[src/rtl/sdp_x_chn_in_rsci_skid.sv]
// Input-channel skid buffer: DEPTH-entry circular FIFO between an upstream
// valid/ready producer and a core that reads with oswt/wen/wten handshaking.
module sdp_x_chn_in_rsci_skid #(
  parameter int WIDTH = 512,
  parameter int DEPTH = 2,
  parameter int CNT_W = 2
) (
  input  logic             nvdla_core_clk,
  input  logic             nvdla_core_rstn,
  input  logic [WIDTH-1:0] chn_in_rsc_z,
  input  logic             chn_in_rsc_vz,
  output logic             chn_in_rsc_lz,
  input  logic             core_wen,
  input  logic             core_wten,
  input  logic             chn_in_rsci_oswt,
  input  logic             chn_in_rsci_flush,
  output logic             chn_in_rsci_bawt,
  output logic             chn_in_rsci_wen_comp,
  output logic [WIDTH-1:0] chn_in_rsci_d_mxwt,
  output logic [CNT_W-1:0] chn_in_rsci_count
);

  localparam int PTR_W = (DEPTH > 1) ? $clog2(DEPTH) : 1;
  localparam logic [CNT_W-1:0] FULL = CNT_W'(DEPTH);

  logic [WIDTH-1:0] mem [DEPTH];
  logic [PTR_W-1:0] wr_ptr;
  logic [PTR_W-1:0] rd_ptr;
  logic [CNT_W-1:0] count_q;
  logic [CNT_W-1:0] next_count;
  logic             lz_q;
  logic             bawt;
  logic             push;
  logic             pop;

  assign bawt = (count_q != '0);
  assign push = chn_in_rsc_vz & lz_q;
  assign pop  = chn_in_rsci_oswt & core_wen & ~core_wten & bawt;

  always_comb begin
    next_count = count_q;
    if (chn_in_rsci_flush)
      next_count = '0;
    else if (push && !pop)
      next_count = count_q + CNT_W'(1);
    else if (pop && !push)
      next_count = count_q - CNT_W'(1);
  end

  // Ready is registered from next occupancy so the upstream never sees a
  // combinational path from the core-side handshake.
  always_ff @(posedge nvdla_core_clk or negedge nvdla_core_rstn) begin
    if (!nvdla_core_rstn) begin
      count_q <= '0;
      wr_ptr  <= '0;
      rd_ptr  <= '0;
      lz_q    <= 1'b0;
    end else begin
      count_q <= next_count;
      lz_q    <= (next_count < FULL);
      if (chn_in_rsci_flush) begin
        wr_ptr <= '0;
        rd_ptr <= '0;
      end else begin
        if (push) wr_ptr <= wr_ptr + PTR_W'(1);
        if (pop)  rd_ptr <= rd_ptr + PTR_W'(1);
      end
    end
  end

  always_ff @(posedge nvdla_core_clk) begin
    if (push) mem[wr_ptr] <= chn_in_rsc_z;
  end

  assign chn_in_rsc_lz        = lz_q;
  assign chn_in_rsci_bawt     = bawt;
  assign chn_in_rsci_wen_comp = ~chn_in_rsci_oswt | bawt;
  assign chn_in_rsci_d_mxwt   = bawt ? mem[rd_ptr] : '0;
  assign chn_in_rsci_count    = count_q;

endmodule

[config.mk]
export PLATFORM = sky130hd
export DESIGN_NAME = sdp_x_chn_in_rsci_skid
export DESIGN_NICKNAME = d
export VERILOG_FILES = /design/src/rtl/sdp_x_chn_in_rsci_skid.sv
export SDC_FILE = /design/constraint.sdc
export NUM_CORES = 1
export LEC_CHECK = 0
export BUFFER_PORTS_ARGS = -buffer_cell sky130_fd_sc_hd__buf_4
export CAP_MARGIN = 5
export CORE_AREA = 3 3 403 405
export CTS_CLUSTER_SIZE = 28
export DETAILED_ROUTE_END_ITERATION = 16
export DIE_AREA = 0 0 406 408
export SYNTH_ARGS = -nofsm -noshare
export SYNTH_HDL_FRONTEND = slang
export SYNTH_SLANG_ARGS = --single-unit
export TNS_END_PERCENT = 30
[constraint.sdc]
create_clock -name nvdla_core_clk -period 22.5 [get_ports nvdla_core_clk]
set_input_delay 1.125 -clock nvdla_core_clk [delete_from_list [all_inputs] [get_ports nvdla_core_clk]]
set_output_delay 1.125 -clock nvdla_core_clk [all_outputs]
set_load 0.01 [all_outputs]
==> out/qor.csv <==
stage;metric;value;unit
grt;initial antenna violation count;28;
detailed_routing;drt wl/cell;21.4;um
sta;TNS Setup;0;ps
detailed_routing;highest metal used;met5;
setup_path;capturing point of the worst reg2reg path;mem[0][160];
run_status;status;finished, final reports clean;
placement;dpl cells;5213;
setup_path;Worst R2R Path Depth;7;
clock_network;Post-CTS Hold Buffers;0;
detailed_routing;DR WL met2;57800;um
yosys;register area share after synthesis;79.2;%
final_layout;most frequent cells in the layout;buf_4 (1064), edfxtp_1 (1024), nor2_1 (515), mux2i_1 (513), clkbuf_16 (108);
setup_path;Worst path slowest cell;dfrtp_4;
setup_path;largest fanout on the critical path;90;
final_layout;footprint of the multi-input gates;0.00721;mm^2
detailed_routing;vias post-DR;22700;
detailed_routing;DRT Pass-1 Iters;7;
final_layout;Reg area;0.0309;mm^2
clock_network;Worst-Skew Late Latency;720;ps
placement;RD Place Congestion;0.869;
floorplan;core footprint;0.159;mm^2
yosys;Yosys reg bits;1029;
clock_network;CTS resizes;0;
placement;post-place instance area;0.0487;mm^2
sta;skew final;46.5;ps
power;worst ir drop on vdd;70.7;uV
sta;fmax;160;MHz
clock_network;clock buffer depth;3;
detailed_routing;metal1 wirelength;43600;um
setup_path;crit path kind;flip-flop to output port;
floorplan;initial cell density of the core;24.6;%
final_layout;Fillers;15500;
setup_path;Critical Path Start;rd_ptr;
sta;final period utilization;27.8;%
sta;final setup violation count;0;
setup_path;CP Launch Type;flip-flop;
clock_network;CTS tree;done;
clock_network;H-tree Lvls;3;
yosys;syn nets;2708;
setup_path;CP endpoint;chn_in_rsci_d_mxwt[97];
setup_path;max incr delay on CP;790;ps
floorplan;Top Ports;1036;
clock_network;clk sinks;1029;
yosys;synth warn;0;
detailed_routing;metal3 WL;10900;um
grt;Remaining Overflow, GRT;0;
sta;Slew headroom;14.5;%
detailed_routing;initial drt markers;1665;
yosys;Synth Area per Inst;17.8;um^2
floorplan;die height;408;um
sta;Worst Max-Slew Pin Slew;1280;ps
setup_path;CP Data Required Time;21380;ps
min_path;Hold Path Class;input pin to async pin;
setup_path;R2R Setup Slk;17590;ps
final_layout;share of cells above drive strength 1;36.5;%
placement;count of input and output buffers;1035;
sta;Final Max Tran Viols;0;
floorplan;num rows;146;
grt;vias in the first global route;23100;
final_layout;area growth from synthesis to layout;33.7;%
floorplan;Die W;406;um
sta;fin crit period;6260;ps
setup_path;crit-path most repeated cell;buf_4;
clock_network;CTS clock-pin slew for the worst setup and hold paths;60;ps
grt;aggregate global-route resource usage;13.3;%
setup_path;FF-to-FF Start;chn_in_rsc_lz;
yosys;Cell variety after synth;21;
clock_network;post-CTS setup buffers;0;
placement;DP Wirelength;84100;um
detailed_routing;DRT antenna net count;0;
floorplan;die area;0.166;mm^2
detailed_routing;DRC;0;
final_layout;fin area;0.0521;mm^2
clock_network;TritonCTS Buffers;108;
final_layout;post-route insts no fill;5431;
yosys;Post-Syn Instances;2188;
power;PD cells;99.9;mW/mm^2
setup_path;crit end category;output port;
setup_path;CP arrival;5130;ps
sta;Final Hold Fails;0;
sta;RSZ-0062 raised after global routing;no;
setup_path;critical path, cell by cell;buf_4, buf_12, buf_4, buf_4, mux2i_1, nor2_1, buf_4;
job;max-cap viol count;0;
final_layout;most common cell after layout, fill and taps aside;buf_4;
detailed_routing;DRT Wirelength;116000;um
clock_network;clk root buf;clkbuf_16;
grt;largest net degree at the start of global routing;140;
yosys;Netlist Area Pre-Place;0.0390;mm^2
detailed_routing;vias per cell;4.19;
power;LEAKAGE;18.6;nW
final_layout;Total Nets Final;3771;
grt;first-pass GRT wire length;161000;um
worst min-delay path by stage:
stage,start,depth (start not counted),to
3_5_place_dp,wr_ptr,2,wr_ptr
3_3_place_gp,wr_ptr,2,wr_ptr
2_1_floorplan,wr_ptr,2,wr_ptr
5_1_grt,nvdla_core_rstn,1,wr_ptr
6_report,nvdla_core_rstn,1,chn_in_rsc_lz
4_1_cts,nvdla_core_rstn,1,chn_in_rsc_lz
synth_stat cells (all sizes together):
cell	n	share of area (%)
inv	3	0.029
nor2b	1	0.016
edfxtp	1024	79
mux2i	513	13
mux2	2	0.058
nand2	2	0.019
clkbuf	22	0.21
a22o	1	0.022
a22oi	1	0.019
xnor2	2	0.045
and3	1	0.016
buf	92	2.2
and4bb	1	0.032
nor2	516	5.0
dfrtp	5	0.32
ha	1	0.032
xor2	1	0.022
critical path, delay by kind of cell (launching register included):
family                 cells  cell delay (ps)
buffers and inverters      5             2720
DFF                        1              790
and+or+nand+nor            1              370
muxes                      1              180
area by class of cell:
cell class / count / area share (%)
well taps: 2072 / 4.97
diodes: 14 / 0.0672
clock inverters: 64 / 1.04
clock buffers: 140 / 5.41
repair buffers: 1067 / 15.4
multi-input cells: 1042 / 13.8
inverters: 3 / 0.0216
flip-flops and latches: 1029 / 59.2
stage by stage:
| step | power, mW | hold slack (ps) | setup slack [ps] | utilization [%] |
|---|---|---|---|---|
| after floorplan | 3.07 | 538 | 7340 | - |
| after global placement | 3.59 | 638 | 16680 | 30.7 |
| after detailed placement | 3.59 | 631 | 16680 | 30.7 |
| after CTS | 5.30 | 111 | 16160 | 32.8 |
| after global routing | 5.44 | 149 | 16000 | 32.8 |
| final | 5.21 | 210 | 16240 | 32.8 |
cells by family after synthesis:
kind of cell               count (synthesis)  synth area share [%]
adders and majority gates                  1                0.0321
xor gates and xnor gates                   3                0.0674
and+or+nand+nor                          521                  5.05
DFF                                     1029                  79.2
AOI/OAI and AO/OA                          2                0.0417
buffers and inverters                    117                  2.40
muxes                                    515                  13.2
flip-flops by register name, indices dropped and copies added (netlist names):
name / flops
mem: 1024
chn_in_rsci_count: 2
chn_in_rsc_lz: 1
rd_ptr: 1
wr_ptr: 1
metal layers:
metal / vias to the layer above / GRT usage [%]
li1: 10300 / -
met1: 11300 / 15.1
met2: 908 / 22.5
met3: 197 / 4.82
met4: 16 / 5.66
met5: - / 0
report_power, final:
part | switching (mW) | total (mW) | internal (mW)
Combinational | 0.682 | 1.12 | 0.442
Sequential | 0.0450 | 2.41 | 2.36
Clock | 0.745 | 1.68 | 0.937
(Power assumes the default switching activity.)
